**config.mk**
```make
export PLATFORM = sky130hd
export DESIGN_NAME = spi_byte_master
export DESIGN_NICKNAME = d
export VERILOG_FILES = /design/src/rtl/spi_byte_master.sv
export SDC_FILE = /design/constraint.sdc
export NUM_CORES = 1
export LEC_CHECK = 0
export CAP_MARGIN = 30
export CORE_MARGIN = 10
export CORE_UTILIZATION = 58
export DETAILED_ROUTE_END_ITERATION = 10
export PLACE_DENSITY = 0.95
export SLEW_MARGIN = 20
export SYNTH_ARGS = -nofsm -noshare
export SYNTH_HDL_FRONTEND = slang
export SYNTH_SLANG_ARGS = --single-unit
```
**constraint.sdc**
```tcl
create_clock -name clk -period 4.5 [get_ports clk]
set_input_delay 1.125 -clock clk [delete_from_list [all_inputs] [get_ports clk]]
set_output_delay 1.125 -clock clk [all_outputs]
set_load 0.03 [all_outputs]
```
**src/rtl/spi_byte_master.sv**
```systemverilog
// ---------------------------------------------------------------------------
// spi_byte_master
// Byte-wide SPI mode-0 master shift engine. The upstream sequencer owns chip
// select; this block shifts exactly one byte (MSB first) per request strobe
// and reports completion through a wait_n busy/ready handshake.
//
// Ports:
//   clk          system clock
//   rst          synchronous reset, active high
//   enviar_dato  one-cycle strobe: transmit din
//   recibir_dato one-cycle strobe: transmit 8'hFF and capture incoming byte
//   din[7:0]     byte to transmit, sampled on the accepting edge
//   dout[7:0]    last captured byte, held until the next transfer completes
//   wait_n       1 = idle/ready, 0 = transfer in progress
//   spi_clk      SPI clock, idles low
//   spi_di       MOSI towards the flash DI pin
//   spi_do       MISO from the flash DO pin
//
// Parameter CLKDIV (1..255) is the spi_clk half-period in clk cycles.
// ---------------------------------------------------------------------------
module spi_byte_master #(
  parameter int CLKDIV = 1
) (
  input  logic       clk,
  input  logic       rst,
  input  logic       enviar_dato,
  input  logic       recibir_dato,
  input  logic [7:0] din,
  output logic [7:0] dout,
  output logic       wait_n,
  output logic       spi_clk,
  output logic       spi_di,
  input  logic       spi_do
);

  typedef enum logic [1:0] {
    ST_IDLE = 2'd0,
    ST_LOW  = 2'd1,
    ST_HIGH = 2'd2
  } state_e;

  // Terminal count of the half-period divider.
  localparam logic [7:0] DIV_LAST = 8'(CLKDIV - 1);

  state_e     state_q, state_d;
  logic [7:0] div_q, div_d;
  logic [2:0] bit_q, bit_d;
  logic [7:0] tx_q, tx_d;
  logic [7:0] rx_q, rx_d;
  logic [7:0] dout_q, dout_d;
  logic       wait_n_q, wait_n_d;
  logic       spi_clk_q, spi_clk_d;
  logic       spi_di_q, spi_di_d;

  logic       start_s;
  logic       phase_end_s;
  logic       last_bit_s;
  logic [7:0] load_byte_s;

  assign start_s     = enviar_dato | recibir_dato;
  assign phase_end_s = (div_q == DIV_LAST);
  assign last_bit_s  = (bit_q == 3'd7);
  // Send wins when both strobes arrive together; a pure receive clocks out ones.
  assign load_byte_s = enviar_dato ? din : 8'hFF;

  // State and datapath registers with synchronous reset.
  always_ff @(posedge clk) begin
    if (rst) begin
      state_q   <= ST_IDLE;
      div_q     <= 8'd0;
      bit_q     <= 3'd0;
      tx_q      <= 8'hFF;
      rx_q      <= 8'hFF;
      dout_q    <= 8'hFF;
      wait_n_q  <= 1'b1;
      spi_clk_q <= 1'b0;
      spi_di_q  <= 1'b1;
    end else begin
      state_q   <= state_d;
      div_q     <= div_d;
      bit_q     <= bit_d;
      tx_q      <= tx_d;
      rx_q      <= rx_d;
      dout_q    <= dout_d;
      wait_n_q  <= wait_n_d;
      spi_clk_q <= spi_clk_d;
      spi_di_q  <= spi_di_d;
    end
  end

  // Next-state logic: IDLE -> LOW/HIGH alternating for 8 bits -> IDLE.
  always_comb begin
    state_d = state_q;
    case (state_q)
      ST_IDLE: begin
        if (start_s) begin
          state_d = ST_LOW;
        end else begin
          state_d = ST_IDLE;
        end
      end
      ST_LOW: begin
        if (phase_end_s) begin
          state_d = ST_HIGH;
        end else begin
          state_d = ST_LOW;
        end
      end
      ST_HIGH: begin
        if (phase_end_s) begin
          state_d = last_bit_s ? ST_IDLE : ST_LOW;
        end else begin
          state_d = ST_HIGH;
        end
      end
      default: begin
        state_d = ST_IDLE;
      end
    endcase
  end

  // Datapath and registered-output next values.
  always_comb begin
    div_d     = div_q;
    bit_d     = bit_q;
    tx_d      = tx_q;
    rx_d      = rx_q;
    dout_d    = dout_q;
    wait_n_d  = wait_n_q;
    spi_clk_d = spi_clk_q;
    spi_di_d  = spi_di_q;
    case (state_q)
      ST_IDLE: begin
        // Strobes are only honoured here, so requests during a transfer
        // (including on the completion edge) are dropped, not queued.
        if (start_s) begin
          tx_d     = load_byte_s;
          spi_di_d = load_byte_s[7];
          bit_d    = 3'd0;
          div_d    = 8'd0;
          wait_n_d = 1'b0;
        end else begin
          div_d = div_q;
        end
      end
      ST_LOW: begin
        if (phase_end_s) begin
          div_d     = 8'd0;
          spi_clk_d = 1'b1;
          // MISO is sampled on the same edge that raises spi_clk.
          rx_d      = {rx_q[6:0], spi_do};
        end else begin
          div_d = div_q + 8'd1;
        end
      end
      ST_HIGH: begin
        if (phase_end_s) begin
          div_d     = 8'd0;
          spi_clk_d = 1'b0;
          if (last_bit_s) begin
            dout_d   = rx_q;
            wait_n_d = 1'b1;
            spi_di_d = 1'b1;
          end else begin
            // MOSI only moves on the falling edge, giving a full low phase
            // of setup before the next rising edge.
            tx_d     = {tx_q[6:0], 1'b1};
            spi_di_d = tx_q[6];
            bit_d    = bit_q + 3'd1;
          end
        end else begin
          div_d = div_q + 8'd1;
        end
      end
      default: begin
        div_d = 8'd0;
      end
    endcase
  end

  assign dout    = dout_q;
  assign wait_n  = wait_n_q;
  assign spi_clk = spi_clk_q;
  assign spi_di  = spi_di_q;

endmodule

```
## Yosys cells after proc, flatten, opt, wreduce, memory -nomap -nowiden

Cells that the tools add are included.

| operators by class | value |
|---|---|
| reduce and logical (&&, ||, !) cells | 11 |
| shift-type cells | 0 |
| eq/ne operators | 8 |
| divide/modulo/power cells | 0 |
| bitwise gates (word level) | 1 |
| $add $sub $neg | 2 |
| multiplexer cells | 28 |
| multiply operators | 0 |
| order comparisons | 0 |

Operators with widths:

| operator | count |
|---|---|
| $mux 8 | 3 |
| $mux 7 | 3 |
| $pmux 8 s2 | 1 |
| $pmux 7 s2 | 1 |
| $mux 1 | 10 |
| $ne 2x2->1 const B | 5 |
| $mux 3 | 3 |
| $reduce_and 3->1 | 3 |
| $add 8x1->8 const B | 1 |
| $logic_not 8->1 | 1 |
| $reduce_and 4->1 | 2 |
| $pmux 1 s2 | 3 |
| $pmux 2 s3 | 1 |
| $pmux 3 s2 | 1 |
| $mux 2 | 2 |
| $reduce_bool 2->1 | 2 |
| $add 3x1->3 const B | 1 |
| $eq 3x3->1 const B | 1 |
| $eq 2x1->1 const B | 1 |
| $eq 2x2->1 const B | 1 |
| $logic_not 2->1 | 1 |
| $reduce_and 2->1 | 1 |
| $reduce_or 2->1 | 1 |
| $or 1x1->1 | 1 |

| storage, ports and cells | value |
|---|---|
| output and inout bits | 11 |
| latch bits | 0 |
| input bits | 13 |
| ROM bits | 0 |
| register bits after elaboration | 39 |
| RAM bits | 0 |
| memories kept | 0 |
| word-level logic and storage cells | 59 |

## Depth between registers and ports, before layout

| depth | value |
|---|---|
| word-level depth | 4 |
| depth in mapped cells | 7 |

## Worst setup path after synthesis

Ideal clock, no wire load.

| timing path | value |
|---|---|
| path kind | input -> register |
| start point | input enviar_dato |
| end point | register tx_q[1] |
| cell stages on the path | 4 |
| slack | 2.230 ns |
| arrival time | 2.148 ns |
| cell sequence | nor3b_1 > clkbuf_8 > nor2_1 > a221o_2 |

| on the way | value |
|---|---|
| longest elaborated chain between the ends | 3 |
| elaborated cells on any way between the ends | 6 |

RTL lines:

| what | RTL line | text |
|---|---|---|
| start: declaration | 26 | `input logic enviar_dato,` |
| $or 1x1->1 / $mux 8 (equally long branches) | 60, 64 |  |
| $ne 2x2->1 (no line) / $mux 7 (equally long branches) | - |  |
| $reduce_and 4->1 (no line) / $pmux 7 s2 (equally long branches) | - |  |
| end signal: assignment | 82 | `tx_q <= tx_d;` |
| end: declaration | 48 | `logic [7:0] tx_q, tx_d;` |

Several ways; a longest one is shown, not always the timed one. The select of a mux whose other input is x is not followed.
A chain may end at the register's enable or synchronous reset.

## Final worst setup path

| timing path | value |
|---|---|
| start point | input enviar_dato |
| end point | register bit_q[0] |

| on the way | value |
|---|---|
| longest elaborated chain between the ends | 3 |

RTL lines:

| what | RTL line | text |
|---|---|---|
| $or 1x1->1 | 60 | `assign start_s = enviar_dato \| recibir_dato;` |
| $ne 2x2->1 (no line) | - |  |
| $reduce_and 4->1 (no line) | - |  |
| end signal: assignment | 81 | `bit_q <= bit_d;` |
| end: declaration | 47 | `logic [2:0] bit_q, bit_d;` |

No other way between the ends.

==> run_results.csv <==
group,metric,value,unit
synth,synthesis.area,0.00178,mm^2
sta,slew_headroom,0.506,
floorplanning,num_rows,20,
synth,postSynthAreaPerCell,9.36,um^2
cts,htreeDepth,2,
placed_design,routabilityCongestion,0.863,
detailed_routing,viasPerCell,5.85,
power_and_ir_drop,leakage,0.883,nW
sta,setup_tns,0,ns
sta,hold_violations,0,
synth,synthCells,190,
synth,synthArstFlopShare,0,
floorplanning,io_pins,24,
grt,antenna_found_initial,0,
grt,grt_usage,0.136,
critical_path,path_cells,"clkdlybuf4s50_1 > nor3b_1 > buf_4 > nor3_1 > mux2_2",
cts,holdBufCountCts,0,
detailed_routing,vias,1451,
sta,fin_crit_sh,0.602,
sta,tightest_slew,0.739,ns
sta,max_freq,369,MHz
grt,grt_max_degree,21,
layout,post-route-util,0.689,
critical_path,critPathBufInv,2,
critical_path,startpoint_type,"primary input",
grt,grt_pass1_wl,6070,um
layout,antenna_cells,0,
cts,clock_latency,0.36,ns
critical_path,crit_fanout,8,
detailed_routing,wl_met1,1630,um
critical_path,path_class,"in2reg",
floorplanning,start_util,0.592,
critical_path,crit_family,"buffers and inverters",
floorplanning,core_area,0.00300,mm^2
worst_hold_path,hold_start,"dout[2]",
layout,fillers,224,
floorplanning,die_x,75.4,um
critical_path,r2r_end,"dout[4]",
critical_path,slowest_stage,"nor3b_1",
placed_design,dp_slack,1.47,ns
synth,yosysWarnings,0,
sta,period_needed,2.71,ns
cts,clk_pin_slew,0.11,ns
sta,rsz0062_at_grt,"no",
worst_hold_path,min_to,"dout[2]",
grt,grt_overflow,0,
sta,slew_violations,0,
critical_path,reg2reg_depth,5,
detailed_routing,drcViolationCount,0,
synth,ys_seq_area_frac,0.439,
detailed_routing,postRouteAntennaNets,0,
critical_path,arrival,2.96,ns
critical_path,max_stage_delay,0.67,ns
detailed_routing,wire_per_inst,14.6,um
critical_path,worstReg2RegStart,"state_q[0]",
detailed_routing,routed-wl-met3,217,um
synth,synth_edf_count,0,
power_and_ir_drop,ir_drop,0.000215,V
flow_run,max_cap_violations,0,
floorplanning,die_h,75.4,um
critical_path,setup.worst_path.end_class,"flip-flop",
cts,cts.repair.resized,0,
synth,synth_cell_types,44,
layout,drive_gt1_frac,0.121,
sta,fin_ws,1.79,ns
cts,cts_root_buf,"clkbuf_4",
cts,cts_tree,"built",
synth,ys.flop_type,"dfxtp_1",
power_and_ir_drop,power_density,346,mW/mm^2
detailed_routing,wirelength,3610,um
critical_path,cp.required,4.75,ns
critical_path,rrSetupSlack,2.39,ns
cts,cts_setup_buffers,0,
outcome,run_status,"complete, no violations",
grt,grt_pass1_vias,1402,
floorplanning,die_area,0.00568,mm^2
detailed_routing,top_layer_used,"met4",
layout,syn_to_final_growth,16.3,%
detailed_routing,drt-initial-drc-count,106,
detailed_routing,first_pass_iters,4,
placed_design,hpwl,2590,um
synth,synth_fp_nets,211,
worst_hold_path,holdPathStages,1,
sta,setup_violations,0,
synth,synth-seq-cells,39,
worst_hold_path,min-delay-path-class,"reg2reg",
placed_design,portBuffers,23,
cts,cts_buffers,5,
layout,final_nets,235,
cts,cts_buffer_depth,2,
detailed_routing,wl_met2,1670,um
sta,skew,0.0168,ns
cts,cts_sinks,39,
-- Yosys cell counts (2+ instances only) --
library cell | count | area (um^2)
nand3b_1 | 3 | 22.5
buf_2 | 2 | 10.0
nand2_1 | 11 | 41.3
ha_1 | 8 | 100
o22ai_1 | 5 | 31.3
nor2_1 | 30 | 113
xnor2_1 | 4 | 35.0
nand4_1 | 3 | 18.8
a211o_1 | 13 | 114
a221o_2 | 6 | 67.6
xor2_1 | 3 | 26.3
dfxtp_1 | 39 | 781
a22o_1 | 2 | 17.5
nand3_1 | 6 | 30.0
a21oi_1 | 4 | 20.0
clkbuf_8 | 2 | 27.5
o21ai_0 | 3 | 15.0
nor3_1 | 5 | 25.0
clkbuf_1 | 2 | 7.51
inv_1 | 15 | 56.3
-- layout by cell type, fill, tap and decap left out, types with 2 or more instances in the layout --
| cell | count |
|---|---|
| a211o_1 | 13 |
| a21oi_1 | 4 |
| a221o_2 | 6 |
| a22o_1 | 2 |
| clkbuf_4 | 5 |
| clkdlybuf4s50_1 | 23 |
| dfxtp_1 | 39 |
| ha_1 | 8 |
| inv_1 | 15 |
| nand2_1 | 11 |
| nand3_1 | 6 |
| nand3b_1 | 3 |
| nand4_1 | 3 |
| nor2_1 | 30 |
| nor3_1 | 5 |
| o21ai_0 | 3 |
| o22ai_1 | 5 |
| xnor2_1 | 4 |
| xor2_1 | 3 |
-- worst register-to-register path: cells and delay by family, from the launching register on --
family | cells | cell delay [ns]
compound gates | 1 | 0.44
simple gates | 2 | 0.82
flops | 1 | 0.36
fa+ha+maj | 1 | 0.29
buf+inv | 1 | 0.09
-- power breakdown --
part	internal (mW)	switching, mW
clock network	0.0603	0.116
logic	0.0679	0.0793
registers	0.374	0.0176
total	0.502	0.213
-- per-layer routing --
metal	vias up	GRT usage
li1	722	-
met1	675	0.153
met2	43	0.226
met3	11	0.0469
met4	0	0.0639
met5	-	0
-- cell type report --
type	instances	area, um^2	area share
Timing Repair Buffer	25	253	0.122
Tap cell	33	41.3	0.0200
Clock inverter	2	12.5	0.00605
Inverter	15	56.3	0.0272
Clock buffer	6	41.3	0.0200
Multi-Input combinational cell	128	885	0.427
Sequential cell	39	781	0.377
-- metrics by stage --
step | power [mW] | cells | area (um^2) | hold slack [ns]
after detailed placement | 0.545 | 240 | 2020 | 0.449
final | 0.715 | 248 | 2070 | 0.475
after CTS | 0.716 | 248 | 2070 | 0.476
after global placement | 0.539 | 239 | 2000 | 0.443
after floorplan | 0.504 | 190 | 1780 | 0.435
after global routing | 0.753 | 248 | 2070 | 0.505
-- kinds of logic after synthesis --
logic type / after synthesis / share of synthesized area
mux: 2 / 0.0120
xor+xnor: 7 / 0.0345
fa+ha+maj: 8 / 0.0563
buf+inv: 23 / 0.0640
simple gates: 69 / 0.204
flops: 39 / 0.439
compound gates: 42 / 0.191
-- worst max-delay path by stage --
stage / startpoint / end / slack [ns] / depth (start not counted)
global route: enviar_dato / bit_q[0] / 1.66 / 5
CTS: enviar_dato / bit_q[0] / 1.84 / 5
global placement: enviar_dato / bit_q[0] / 1.49 / 5
floorplan: enviar_dato / tx_q[1] / 2.23 / 4
finish: enviar_dato / bit_q[0] / 1.79 / 5
detailed placement: enviar_dato / bit_q[0] / 1.47 / 5
-- flip-flops by register name (all words and copies together), names as in the netlist --
register	cells
dout	8
div_q	8
tx_q	7
bit_q	3
state_q	2
spi_clk	1
rx_q	8
wait_n	1
spi_di	1
No activity file was read; power rests on OpenSTA's default activity.
